==> src/rtl/balanca_aquisicao.sv <==
// Scale acquisition front-end: block averaging, tare, overload clamp and
// stability detection producing the net weight in grams.
module balanca_aquisicao #(
  parameter int RAW_W       = 16,
  parameter int AVG_LOG2    = 2,
  parameter int MAX_G       = 9999,
  parameter int STABLE_BAND = 2,
  parameter int STABLE_CNT  = 8
) (
  input  logic             clk,
  input  logic             rst,
  input  logic             raw_valid,
  input  logic [RAW_W-1:0] raw_sample,
  input  logic             tare_req,
  output logic [13:0]      pesoemgramas,
  output logic             peso_valid,
  output logic             estavel,
  output logic             sobrecarga,
  output logic [13:0]      tara_g
);

  localparam int SUM_W = RAW_W + AVG_LOG2;
  localparam int CNT_W = (AVG_LOG2 > 0) ? AVG_LOG2 : 1;
  localparam int EXT_W = RAW_W + 1;
  localparam int SC_W  = $clog2(STABLE_CNT + 1);
  localparam logic [CNT_W-1:0] LAST_IDX = CNT_W'((1 << AVG_LOG2) - 1);

  typedef enum logic [1:0] {
    S_ACUM,
    S_CALC,
    S_OUT
  } state_t;

  state_t           r_state;
  logic [SUM_W-1:0] r_sum;
  logic [CNT_W-1:0] r_cnt;
  logic [RAW_W-1:0] r_prev;
  logic [SC_W-1:0]  r_stab_cnt;
  logic             r_pend;
  logic             r_seen;
  logic [13:0]      r_tara;
  logic [13:0]      r_net_c;
  logic             r_ovl_c;
  logic [13:0]      r_peso;
  logic             r_pv;
  logic             r_est;
  logic             r_ovl;

  logic [RAW_W-1:0] w_avg;
  logic [EXT_W-1:0] w_avg_x;
  logic [EXT_W-1:0] w_tara_x;
  logic [EXT_W-1:0] w_maxg_x;
  logic [EXT_W-1:0] w_net_x;
  logic             w_net_ovl;
  logic [13:0]      w_tare_new;
  logic [RAW_W-1:0] w_diff;
  logic             w_stable;
  logic             w_last;

  always_comb begin
    w_avg      = r_sum[SUM_W-1:AVG_LOG2];
    w_avg_x    = {1'b0, w_avg};
    w_tara_x   = EXT_W'(r_tara);
    w_maxg_x   = EXT_W'(MAX_G);
    w_net_x    = '0;
    if (w_avg_x > w_tara_x)
      w_net_x  = w_avg_x - w_tara_x;
    w_net_ovl  = (w_net_x > w_maxg_x);
    w_tare_new = (w_avg_x > w_maxg_x) ? 14'(MAX_G)
                                      : w_avg[13:0];
    w_diff     = (w_avg >= r_prev) ? (w_avg - r_prev)
                                   : (r_prev - w_avg);
    w_stable   = (w_diff <= RAW_W'(STABLE_BAND));
    w_last     = (r_cnt == LAST_IDX);
  end

  always_ff @(posedge clk or posedge rst) begin
    if (rst) begin
      r_state    <= S_ACUM;
      r_sum      <= '0;
      r_cnt      <= '0;
      r_prev     <= '0;
      r_stab_cnt <= '0;
      r_pend     <= 1'b0;
      r_seen     <= 1'b0;
      r_tara     <= '0;
      r_net_c    <= '0;
      r_ovl_c    <= 1'b0;
      r_peso     <= '0;
      r_pv       <= 1'b0;
      r_est      <= 1'b0;
      r_ovl      <= 1'b0;
    end else begin
      r_pv <= 1'b0;
      unique case (r_state)
        S_ACUM: begin
          r_pend <= r_pend | tare_req;
          if (raw_valid) begin
            r_sum <= r_sum + SUM_W'(raw_sample);
            r_cnt <= r_cnt + 1'b1;
            if (w_last)
              r_state <= S_CALC;
          end
        end
        S_CALC: begin
          // A request arriving now only arms the next block.
          r_pend <= tare_req;
          if (r_pend) begin
            r_tara  <= w_tare_new;
            r_net_c <= '0;
            r_ovl_c <= 1'b0;
          end else begin
            r_ovl_c <= w_net_ovl;
            r_net_c <= w_net_ovl ? 14'(MAX_G)
                                 : w_net_x[13:0];
          end
          if (!r_seen) begin
            r_seen <= 1'b1;
          end else if (w_stable) begin
            if (r_stab_cnt != SC_W'(STABLE_CNT))
              r_stab_cnt <= r_stab_cnt + 1'b1;
          end else begin
            r_stab_cnt <= '0;
          end
          r_prev  <= w_avg;
          r_state <= S_OUT;
        end
        S_OUT: begin
          r_pend  <= r_pend | tare_req;
          r_peso  <= r_net_c;
          r_ovl   <= r_ovl_c;
          r_est   <= (r_stab_cnt == SC_W'(STABLE_CNT));
          r_pv    <= 1'b1;
          r_sum   <= '0;
          r_cnt   <= '0;
          r_state <= S_ACUM;
        end
        default: r_state <= S_ACUM;
      endcase
    end
  end

  assign pesoemgramas = r_peso;
  assign peso_valid   = r_pv;
  assign estavel      = r_est;
  assign sobrecarga   = r_ovl;
  assign tara_g       = r_tara;

endmodule

==> config.mk <==
export PLATFORM = sky130hd
export DESIGN_NAME = balanca_aquisicao
export DESIGN_NICKNAME = d
export VERILOG_FILES = /design/src/rtl/balanca_aquisicao.sv
export SDC_FILE = /design/constraint.sdc
export NUM_CORES = 1
export LEC_CHECK = 0
export BUFFER_PORTS_ARGS = -buffer_cell sky130_fd_sc_hd__buf_2
export CORE_MARGIN = 1.5
export CORE_UTILIZATION = 55
export CTS_CLUSTER_DIAMETER = 100
export CTS_CLUSTER_SIZE = 14
export DETAILED_ROUTE_END_ITERATION = 7
export PLACE_DENSITY_LB_ADDON = 0.08
export SYNTH_ARGS = -nofsm -noshare
export SYNTH_HDL_FRONTEND = slang
export SYNTH_SLANG_ARGS = --single-unit
==> constraint.sdc <==
create_clock -name clk -period 3.9 [get_ports clk]
set_clock_uncertainty 0.2 [all_clocks]
set_input_delay 0.78 -clock clk [delete_from_list [all_inputs] [get_ports clk]]
set_output_delay 0.78 -clock clk [all_outputs]
set_load 0.05 [all_outputs]
# Word-level counts from Yosys, hierarchy flattened
# Cells that the tools add are included.
[word_totals]
register_bits = 90
latch_bits = 0
mem_bits_rw = 0
rom_bits = 0
inputBits = 20
out_inout_bits = 31
word_cells = 59
mem_count = 0
[classes]
addsub = 6
mul = 0
div_mod_pow = 0
order_cmp = 5
eq_ne = 8
shifts = 0
muxes = 17
bitwise = 1
reduce_logical = 8
[ops]
columns = ["operator", "count"]
rows = [
  ["$mux 14", 3],
  ["$pmux 18 s2", 1],
  ["$sub 16x16->16", 2],
  ["$add 18x16->18", 1],
  ["$mux 18", 1],
  ["$gt 17x14->1 const B", 1],
  ["$mux 17", 1],
  ["$sub 16x14->17", 1],
  ["$ge 16x16->1", 1],
  ["$gt 16x14->1", 1],
  ["$gt 16x14->1 const B", 1],
  ["$le 16x2->1 const B", 1],
  ["$mux 16", 1],
  ["$mux 4", 2],
  ["$pmux 2 s2", 2],
  ["$mux 2", 3],
  ["$reduce_and 2->1", 3],
  ["$add 4x1->4 const B", 1],
  ["$eq 2x2->1 const B", 2],
  ["$eq 4x4->1 const B", 1],
  ["$ne 2x2->1 const B", 2],
  ["$ne 4x4->1 const B", 1],
  ["$reduce_bool 2->1", 2],
  ["$reduce_and 3->1", 1],
  ["8 further kinds", 9],
]

# Depth between registers and ports, before layout
[logic_depth]
depth_word = 5
depth_mapped = 14
mapped_depth_nobuf = 13

# Worst setup path before layout
# OpenSTA, ideal clock, no wires.
[synth_path]
kind = "reg2reg"
from = "reg r_tara[1], in the netlist tara_g[1]"
to = "reg r_net_c[0]"
setup_time_ps = 65
t_arrival_ps = 3619
required_ps = 3635
slack_ps = 16
stages_incl_launch_ff = 13
n_path_buf = 0
period_less_slack_ps = 3884
path_cell_list = "dfrtp_1 -> inv_1 -> ha_1 -> nor2b_1 -> o21a_1 -> o21a_1 -> o311a_2 -> o31ai_1 -> xnor2_1 -> nand4bb_1 -> or3_1 -> a2111oi_4 -> a221o_2"
[synth_between]
elab_chain_len = 5
word_cells_on_any_way = 6
cone_classes = "add/sub (1); order compare (2); mux (3)"
[synth_lines]
columns = ["item", "line", "rtl"]
rows = [
  ["start, declared", "41", "logic [13:0] r_tara;"],
  ["start signal, assigned", "109", "r_tara <= w_tare_new;"],
  ["$sub 16x14->17 or $gt 16x14->1 (tied branches)", "67, 66", ""],
  ["$mux 17 *", "66", "if (w_avg_x > w_tara_x)"],
  ["$gt 17x14->1", "68", "w_net_ovl = (w_net_x > w_maxg_x);"],
  ["$mux 14 *", "114", "r_net_c <= w_net_ovl ? 14'(MAX_G)"],
  ["$mux 14 *", "108", "if (r_pend) begin"],
  ["end signal, assigned", "114", ""],
  ["end, declared", "42", "logic [13:0] r_net_c;"],
]
# Mark *: on every way between the ends. The rest lies on a longest branch, timed or not.
# A chain may end at the register's enable or synchronous reset.

# Final worst setup path
[layout_path]
from = "reg r_tara[4], in the netlist tara_g[4]"
to = "reg r_net_c[1]"
# The elaborated chain is that of the path after synthesis.

==> impl_metrics.env <==
export IMPL_run_status="complete, no violations"
export IMPL_r2r_cells=13
export IMPL_layout_area_seq_mm2=0.002256
export IMPL_postSynth_topFlopCell="sky130_fd_sc_hd__dfrtp_1"
export IMPL_final_common_cell="sky130_fd_sc_hd__dfrtp_1"
export IMPL_final_core_util_pct=64.42
export IMPL_cts_tree="done"
export IMPL_die_area_mm2=0.01298
export IMPL_number_of_nets_in_the_synthesized_netlist=832
export IMPL_clkSlewWorstSetupHoldPaths_ps=70
export IMPL_drv_cap=0
export IMPL_period_share_pct=98.00
export IMPL_worst_setup_path_type="flop to flop"
export IMPL_grt_first_pass_wirelength_mm=29.03
export IMPL_layout_filler_cells=1055
export IMPL_cp_data_required_time_ps=4000
export IMPL_floorplan_die_width_um=114.0
export IMPL_layout_common_cells="87 x sky130_fd_sc_hd__dfrtp_1, 63 x sky130_fd_sc_hd__inv_1, 61 x sky130_fd_sc_hd__ha_1"
export IMPL_whs_path_depth=1
export IMPL_clock_sinks=90
export IMPL_chipHeight_um=114.0
export IMPL_syn_mean_instance_area_um2=9.100
export IMPL_hold_path_class="flop to flop"
export IMPL_postRouteWirelength_mm=17.71
export IMPL_replace_congestion=0.8823
export IMPL_floorplan_initialDensity_pct=56.36
export IMPL_warnings_synthesis=0
export IMPL_slew_headroom_pct=41.65
export IMPL_routedWlPerCell_um=18.33
export IMPL_rows=40
export IMPL_syn_inst=744
export IMPL_setup_viol=0
export IMPL_ys_seq_area_share_pct=33.27
export IMPL_stdcell_area_mm2=0.007737
export IMPL_grt_util_all_layers_pct=28.67
export IMPL_multi_input_comb_area_mm2=0.004190
export IMPL_slowest_stage="sky130_fd_sc_hd__o41ai_4"
export IMPL_drive_gt1_share_pct=20.76
export IMPL_via_count_of_the_first_global_routing_pass=5711
export IMPL_io_pin_count=51
export IMPL_cp_max_fo=5
export IMPL_diodes=0
export IMPL_drt_drc_violations_left=0
export IMPL_tightestPinTransition_ps=875.2
export IMPL_nNetsFinal=902
export IMPL_grt_ovfl_total=0
export IMPL_insertion_delay_ps=360
export IMPL_fmax_mhz=261.6
export IMPL_vias_per_cell=6.106
export IMPL_synth_seq_cells=90
export IMPL_dpl_instance_area_mm2=0.007338
export IMPL_critical_path_endpoint_type="flop"
export IMPL_number_of_antenna_violations_at_the_first_check_in_global_routing=0
export IMPL_initialDrtViolationCount=383
export IMPL_cp_data_arrival_time_ps=3920
export IMPL_synth_area_mm2=0.006770
export IMPL_grt_start_max_net_pins=47
export IMPL_maximum_buffer_depth_of_the_clock_tree=2
export IMPL_portBuffers=50
export IMPL_synth_cell_types=79
export IMPL_layout_min_cycle_time_ps=3822
export IMPL_detailed_place_hpwl_mm=14.07
export IMPL_layout_area_overhead_vs_synth_pct=14.29
export IMPL_cts_root_buffer_cell="sky130_fd_sc_hd__clkbuf_16"
export IMPL_number_of_flops_mapped_to_enable_cells_by_yosys=0
export IMPL_cp_cell_sequence="inv_1, ha_2, o21a_1, a21boi_2, buf_4, o41ai_4, mux2_4, o211a_1, nand4bb_1, or3_4, a2111oi_4, buf_2, a221o_2"
export IMPL_drt_pass1_iterations=5
export IMPL_critPathMaxStageDelay_ps=530
export IMPL_cts_buffers=9
export IMPL_core_area_mm2=0.01201
export IMPL_drt_antenna_violating_nets=0
export IMPL_slew_violations=0
export IMPL_ys_async_sr_fraction_pct=100.0
export IMPL_finalHoldViolations=0
export IMPL_num_vias=5898
export IMPL_h_tree_depth=3
export IMPL_cp_start_kind="flop"
[layout make-up]
class | instances | share of cell area (%)
clock buffers | 9 | 2.911
well taps | 147 | 2.377
repair buffers | 88 | 7.099
multi-input cells | 559 | 54.16
flip-flops and latches | 90 | 29.16
clock inverters | 7 | 1.083
inverters | 66 | 3.218
[cells in the mapped netlist (8+ instances only)]
master,instances,area [um2]
sky130_fd_sc_hd__dfrtp_1,90,2252
sky130_fd_sc_hd__inv_1,65,244.0
sky130_fd_sc_hd__ha_1,64,800.8
sky130_fd_sc_hd__nor2_1,52,195.2
sky130_fd_sc_hd__a21oi_1,51,255.2
sky130_fd_sc_hd__nand2_1,48,180.2
sky130_fd_sc_hd__o21ai_0,41,205.2
sky130_fd_sc_hd__mux2_2,21,236.5
sky130_fd_sc_hd__xnor2_1,21,183.9
sky130_fd_sc_hd__nor3_1,18,90.09
sky130_fd_sc_hd__a22o_1,16,140.1
sky130_fd_sc_hd__nand3_1,15,75.07
sky130_fd_sc_hd__o21a_1,14,105.1
sky130_fd_sc_hd__xor2_1,14,122.6
sky130_fd_sc_hd__clkbuf_1,13,48.80
sky130_fd_sc_hd__nor2b_1,12,75.07
sky130_fd_sc_hd__a21o_1,10,75.07
sky130_fd_sc_hd__a31oi_1,9,56.30
sky130_fd_sc_hd__a32o_1,9,90.09
sky130_fd_sc_hd__and2_1,9,56.30
sky130_fd_sc_hd__a221o_2,8,90.09
sky130_fd_sc_hd__buf_2,8,40.04
[worst max-delay path, delay by kind of cell, from the launching register on]
kind            cells  cell delay (ps)
compound gates      6             1560
fa+ha+maj           1              310
buf+inv             3              460
flops               1              410
mux                 1              260
simple gates        2              580
[metrics by stage]
| stage | hold slack (ps) | setup slack, ps | setup TNS [ps] | cells |
|---|---|---|---|---|
| 6_report | 274.2 | 77.97 | 0 | 966 |
| 5_1_grt | 296.6 | -55.61 | -423.1 | 966 |
| 4_1_cts | 273.0 | 91.47 | 0 | 963 |
| 3_5_place_dp | 255.8 | 65.48 | 0 | 947 |
| 3_3_place_gp | 255.6 | 182.9 | 0 | 947 |
| 2_1_floorplan | 234.6 | 16.12 | 0 | 744 |
[sequential cells by signal, indices dropped and copies added, names as in the netlist, 2 cells and up]
register,cells
r_state,2
r_sum,18
r_cnt,2
r_stab_cnt,4
r_net_c,14
r_prev,16
tara_g,14
pesoemgramas,14
[path summary, 6_finish.rpt]
kind | from | endpoint | slack (ps)
max | tara_g[4] | r_net_c[1] | 80
min | r_seen | r_seen | 270
max reg2reg | tara_g[4] | r_net_c[1] | 80
min reg2reg | r_seen | r_seen | 270
max in group asynchronous | rst | pesoemgramas[10] | 2410
min in group asynchronous | rst | r_cnt[1] | 360
[kinds of logic after synthesis]
| logic type | synth area share, % |
|---|---|
| muxes | 4.528 |
| and+or+nand+nor | 15.47 |
| DFF | 33.27 |
| xor gates and xnor gates | 4.528 |
| adders and majority gates | 13.01 |
| buffers and inverters | 5.840 |
| AOI/OAI and AO/OA | 23.36 |
[routing by layer]
layer / track usage [%] / wire [um]
met1: 38.50 / 8148
met2: 48.43 / 8652
met3: 3.507 / 577
met4: 9.083 / 333
met5: 0 / 0
[what timing repair did]
| action | in CTS | in global routing |
|---|---|---|
| hold buffers | 0 | 0 |
| endpoints found under the hold margin | 0 | 0 |
| setup endpoints to repair | 0 | 12 |
| resized for setup | 0 | 20 |
| setup buffers | 0 | 2 |
Power is left out: the tool's default activity adds up to more than one toggle a clock period on the data nets, which glitch-free logic cannot reach.
